[src/rtl/c2d_chip_emulator.sv]
// c2d_chip_emulator: behavioural stand-in for the current-to-digital
// converter's digital interface. A CONV toggle starts a conversion. After
// CONV_LAT cycles a 64-bit frame is latched and DVALID_BAR falls. The host
// then pulls DXMIT_BAR low and clocks the frame out on DOUT with DCLK.
//
// Handshake: DVALID_BAR low means a frame is held and ready for readout.
// The host requests the frame by driving DXMIT_BAR low. The first cycle
// that sees the synchronized request low clears DVALID_BAR and presents
// the frame MSB on DOUT. The request must then stay low until the last bit
// has been clocked out. Raising it earlier abandons the frame.
module c2d_chip_emulator #(
  parameter int NCH      = 4,
  parameter int NBITS    = 16,
  parameter int CONV_LAT = 300
) (
  input  logic             SYS_CLK,
  input  logic             RST_BAR,
  input  logic             CONV,
  input  logic             DXMIT_BAR,
  input  logic             DCLK,
  output logic             DOUT,
  output logic             DVALID_BAR,
  input  logic             pattern_mode,
  input  logic [NBITS-1:0] fixed_word,
  output logic [15:0]      frame_cnt,
  output logic             overrun,
  output logic [1:0]       state_dbg
);

  localparam int FRAME_W = NCH * NBITS;
  localparam int BCNT_W  = $clog2(FRAME_W + 1);
  localparam int LAT_W   = (CONV_LAT > 1) ? $clog2(CONV_LAT) : 1;

  typedef enum logic [1:0] {
    ST_IDLE    = 2'd0,
    ST_CONVERT = 2'd1,
    ST_READY   = 2'd2,
    ST_SHIFT   = 2'd3
  } state_t;

  // Synchronizer bit order: {DCLK, DXMIT_BAR, CONV}.
  logic [2:0]         sync1_q, sync1_d;
  logic [2:0]         sync2_q, sync2_d;
  // History flops for edge detection: {DCLK, CONV}. DXMIT_BAR is level-sensitive.
  logic [1:0]         hist_q, hist_d;

  state_t             state_q, state_d;
  logic [LAT_W-1:0]   lat_q, lat_d;
  logic [FRAME_W-1:0] sr_q, sr_d;
  logic [BCNT_W-1:0]  bcnt_q, bcnt_d;
  logic               dout_q, dout_d;
  logic               dvalid_bar_q, dvalid_bar_d;
  logic [15:0]        frame_cnt_q, frame_cnt_d;
  logic               overrun_q, overrun_d;

  logic               conv_evt;
  logic               dxmit_s;
  logic               dclk_rise;
  logic               dclk_fall;

  // Build a frame with channel 0 in the MSBs.
  function automatic logic [FRAME_W-1:0] build_frame(
    input logic             mode,
    input logic [NBITS-1:0] fw,
    input logic [NBITS-1:0] base
  );
    logic [FRAME_W-1:0] f;
    logic [NBITS-1:0]   kw;
    logic [NBITS-1:0]   word;
    f = '0;
    for (int k = 0; k < NCH; k++) begin
      kw   = NBITS'(k);
      word = mode ? (fw ^ kw) : (base + kw);
      f[FRAME_W-1-k*NBITS -: NBITS] = word;
    end
    return f;
  endfunction

  // Synchronizer and history next values, plus decoded pin events.
  always_comb begin
    sync1_d   = {DCLK, DXMIT_BAR, CONV};
    sync2_d   = sync1_q;
    hist_d    = {sync2_q[2], sync2_q[0]};
    conv_evt  = sync2_q[0] ^ hist_q[0];
    dxmit_s   = sync2_q[1];
    dclk_rise = sync2_q[2] & ~hist_q[1];
    dclk_fall = ~sync2_q[2] & hist_q[1];
  end

  // Input synchronizers and edge-detect history.
  always_ff @(posedge SYS_CLK or negedge RST_BAR) begin
    if (!RST_BAR) begin
      sync1_q <= '0;
      sync2_q <= '0;
      hist_q  <= '0;
    end else begin
      sync1_q <= sync1_d;
      sync2_q <= sync2_d;
      hist_q  <= hist_d;
    end
  end

  // Conversion/readout FSM: next state, datapath and output next values.
  always_comb begin
    state_d      = state_q;
    lat_d        = lat_q;
    sr_d         = sr_q;
    bcnt_d       = bcnt_q;
    dout_d       = dout_q;
    dvalid_bar_d = dvalid_bar_q;
    frame_cnt_d  = frame_cnt_q;
    overrun_d    = overrun_q;

    // Toggles arriving while busy are dropped rather than queued.
    if (conv_evt && (state_q != ST_IDLE)) begin
      overrun_d = 1'b1;
    end

    case (state_q)
      ST_IDLE: begin
        dout_d = 1'b0;
        if (conv_evt) begin
          lat_d   = LAT_W'(CONV_LAT - 1);
          state_d = ST_CONVERT;
        end
      end
      ST_CONVERT: begin
        if (lat_q == '0) begin
          sr_d         = build_frame(pattern_mode, fixed_word, NBITS'(frame_cnt_q));
          dvalid_bar_d = 1'b0;
          state_d      = ST_READY;
        end else begin
          lat_d = lat_q - 1'b1;
        end
      end
      ST_READY: begin
        if (!dxmit_s) begin
          dvalid_bar_d = 1'b1;
          dout_d       = sr_q[FRAME_W-1];
          bcnt_d       = '0;
          state_d      = ST_SHIFT;
        end
      end
      ST_SHIFT: begin
        if (dxmit_s) begin
          // Host withdrew the request: abandon the frame.
          dout_d  = 1'b0;
          state_d = ST_IDLE;
        end else if (dclk_rise) begin
          bcnt_d = bcnt_q + 1'b1;
          if (bcnt_q == BCNT_W'(FRAME_W - 1)) begin
            dout_d      = 1'b0;
            frame_cnt_d = frame_cnt_q + 16'd1;
            state_d     = ST_IDLE;
          end
        end else if (dclk_fall) begin
          sr_d   = {sr_q[FRAME_W-2:0], 1'b0};
          dout_d = sr_q[FRAME_W-2];
        end
      end
      default: begin
        state_d = ST_IDLE;
      end
    endcase
  end

  // FSM state and datapath registers.
  always_ff @(posedge SYS_CLK or negedge RST_BAR) begin
    if (!RST_BAR) begin
      state_q      <= ST_IDLE;
      lat_q        <= '0;
      sr_q         <= '0;
      bcnt_q       <= '0;
      dout_q       <= 1'b0;
      dvalid_bar_q <= 1'b1;
      frame_cnt_q  <= '0;
      overrun_q    <= 1'b0;
    end else begin
      state_q      <= state_d;
      lat_q        <= lat_d;
      sr_q         <= sr_d;
      bcnt_q       <= bcnt_d;
      dout_q       <= dout_d;
      dvalid_bar_q <= dvalid_bar_d;
      frame_cnt_q  <= frame_cnt_d;
      overrun_q    <= overrun_d;
    end
  end

  // Output mapping.
  always_comb begin
    DOUT       = dout_q;
    DVALID_BAR = dvalid_bar_q;
    frame_cnt  = frame_cnt_q;
    overrun    = overrun_q;
    state_dbg  = state_q;
  end

endmodule

[config.mk]
export PLATFORM = sky130hd
export DESIGN_NAME = c2d_chip_emulator
export DESIGN_NICKNAME = d
export VERILOG_FILES = /design/src/rtl/c2d_chip_emulator.sv
export SDC_FILE = /design/constraint.sdc
export NUM_CORES = 1
export LEC_CHECK = 0
export BUFFER_PORTS_ARGS = -buffer_cell sky130_fd_sc_hd__buf_2
export CAP_MARGIN = 40
export CORE_UTILIZATION = 46
export DETAILED_ROUTE_END_ITERATION = 6
export PLACE_DENSITY = 0.65
export SYNTH_ARGS = -nofsm -noshare
export SYNTH_HDL_FRONTEND = slang
export SYNTH_SLANG_ARGS = --single-unit
[constraint.sdc]
create_clock -name SYS_CLK -period 3.2 [get_ports SYS_CLK]
set_clock_uncertainty 0.15 [all_clocks]
set_input_delay 0.8 -clock SYS_CLK [delete_from_list [all_inputs] [get_ports SYS_CLK]]
set_output_delay 0.8 -clock SYS_CLK [all_outputs]
set_load 0.05 [all_outputs]
==> flow_summary.ini <==
[status]
outcome = complete, no violations

[global_routing]
grt_use_total_pct = 24.6
grt_overflow = 0
grt_pass1_wl_mm = 25.4
grt_pass1_vias = 4927
grt_max_degree = 73
antenna_found_initial = 0

[floorplan]
fp.dieW_microns = 117
dieArea_sq_mm = 0.0137
fp.coreArea_sq_mm = 0.0127
dieHeight_microns = 117
rows = 41
pin_count = 43
start_util_pct = 47.7

[run]
drv_cap = 0

[timing]
holdWs_ns = 0.203
slew-limit-headroom_pct = 47.9
worstMarginPinSlew_ns = 0.782
fin_crit_ns = 2.65
setup-violations-final = 0
final_hold_viol_count = 0
postLayoutSetupSlackWorst_ns = 0.554
period_share_pct = 82.7
tns_ns = 0
fmax_ghz = 0.378
slew_violations = 0
rsz0062_at_grt = false

[yosys]
synth_area_leaders = dfrtp_1 (44%), a21oi_1 (6.4%), xor2_1 (5.2%)
yosys_warnings = 0
syn_area_per_cell_sq_um = 8.92
synth_edf_count = 0
synthCells = 681
synth_flop_cell = dfrtp_1
synthesis.nets = 714
async_flop_share_pct = 100
synth_top_area_share_pct = 44.5
ys_seq_area_share_pct = 44.9
synth_top_cell_by_area = dfrtp_1
synth_area_sq_mm = 0.00607
ys_ff_latch = 109
synth_cell_types = 59

[worst_setup_path]
crit_type = flop to flop
start_kind = flop
r2r_cells = 6
worstPathRequired_ns = 3.34
r2r_slack_ns = 0.55
cp.arrival_ns = 2.79
crit_fanout = 13
end_kind = flop

[worst_hold_path]
hold_path.class = flop to flop
hold_depth = 0

[place]
pre_cts_ws_ns = 0.613
dp_hpwl_mm = 10.8
gp_congestion = 0.935
portBuffers = 42
dpl.cell_count = 862
placed_cell_area_sq_mm = 0.00643

[finish]
area_growth_pct = 10.9
final_common_cell = dfrtp_1
final_nets = 734
most-common-layout-cells = dfrtp_1 (108), nor2_1 (78), a21oi_1 (78)
postLayoutCellArea_sq_mm = 0.00673
stdcell_count = 878
fin_util_pct = 52.9
drive_gt1_share_pct = 13.2
num_antenna_cells = 0

[clocking]
ctsRootBufferMaster = clkbuf_16
htree_num_levels = 3
cts-buffers-inserted = 9
clk_pin_slew_ns = 0.08
cts_setup_buffers = 0
cts.path.max_buffers = 2
cts_tree = built
cts_num_sinks = 109
clock_latency_ns = 0.36
ctsHoldBuffers = 0
cts_resized = 0

[route]
antenna_left = 0
vias_per_cell = 5.81
drt_iter0_drc = 450
drt-pass1-iter-count = 7
wl_per_cell_microns = 17.8
via_count = 5099
drcViolationCount = 0
routed_wl_mm = 15.6

[pwr]
p_per_area_mw_per_mm2 = 784
power_leakage_nw = 3.03
total_power_mw = 5.28
ir_drop_v = 0.000470
worst max-delay path, stage by stage (launching register included):
cell and delay [ns]:
dfrtp_1 0.68, ha_1 0.50, a21oi_1 0.21, nor4_1 0.56
mux2i_1 0.25, nand2_1 0.09, a21oi_1 0.14
layout make-up:
type | instances | area, sq um
fill | 1213 | 5990
clock inverter | 7 | 80.1
sequential | 109 | 2730
timing repair buffer | 59 | 365
tap | 172 | 215
clock buffer | 9 | 225
multi-input combinational | 509 | 3070
inverter | 13 | 48.8
flip-flops by register name, indices dropped and copies added, names as in the netlist:
name and cells:
DOUT 1, lat_q 9, frame_cnt 16, hist_q 2
DVALID_BAR 1, bcnt_q 7, overrun 1, sync1_q 3
state_dbg 2, sr_q 64, sync2_q 3
cells by family (layout without fill, tap and decap cells):
| kind of cell | Yosys count | in the layout | share of synthesized area [%] |
|---|---|---|---|
| flip-flops | 109 | 109 | 44.9 |
| adder cells (fa/ha/maj) | 11 | 11 | 2.27 |
| AO/OA/AOI/OAI | 184 | 184 | 17.2 |
| buffers and inverters | 63 | 88 | 4.72 |
| XOR/XNOR | 58 | 58 | 8.36 |
| AND/OR/NAND/NOR | 231 | 231 | 18.3 |
| multiplexers | 25 | 25 | 4.28 |
worst paths after layout:
| kind | to | start |
|---|---|---|
| worst max-delay path | sr_q[11] | frame_cnt[2] |
| worst min-delay path | sync2_q[2] | sync1_q[2] |
| worst max register to register | sr_q[11] | frame_cnt[2] |
| max in group asynchronous | DVALID_BAR | RST_BAR |
| worst min register to register | sync2_q[2] | sync1_q[2] |
| min in group asynchronous | sr_q[59] | RST_BAR |
power by group:
part | switching (mW) | internal [mW] | leakage (nW)
Combinational | 1.24 | 0.711 | 1.53
Sequential | 0.312 | 1.84 | 1.34
Clock | 0.558 | 0.619 | 0.148
synthesized netlist by cell type (13+ instances only):
| cell type | number |
|---|---|
| nand3_1 | 24 |
| nand4_1 | 13 |
| o21ai_0 | 58 |
| nand2_1 | 73 |
| clkbuf_1 | 19 |
| mux2i_1 | 20 |
| nor2_1 | 78 |
| xor2_1 | 36 |
| xnor2_1 | 22 |
| buf_2 | 25 |
| a21oi_1 | 78 |
| dfrtp_1 | 108 |
layer usage:
| metal | vias up | GRT usage (%) | wire length, microns |
|---|---|---|---|
| li1 | 2422 | - | - |
| met2 | 194 | 38.4 | 7230 |
| met5 | - | 0 | 0 |
| met1 | 2438 | 33.5 | 6880 |
| met3 | 45 | 4.84 | 949 |
| met4 | 0 | 10.6 | 534 |
Note: power is estimated with default switching activity, not from simulation.
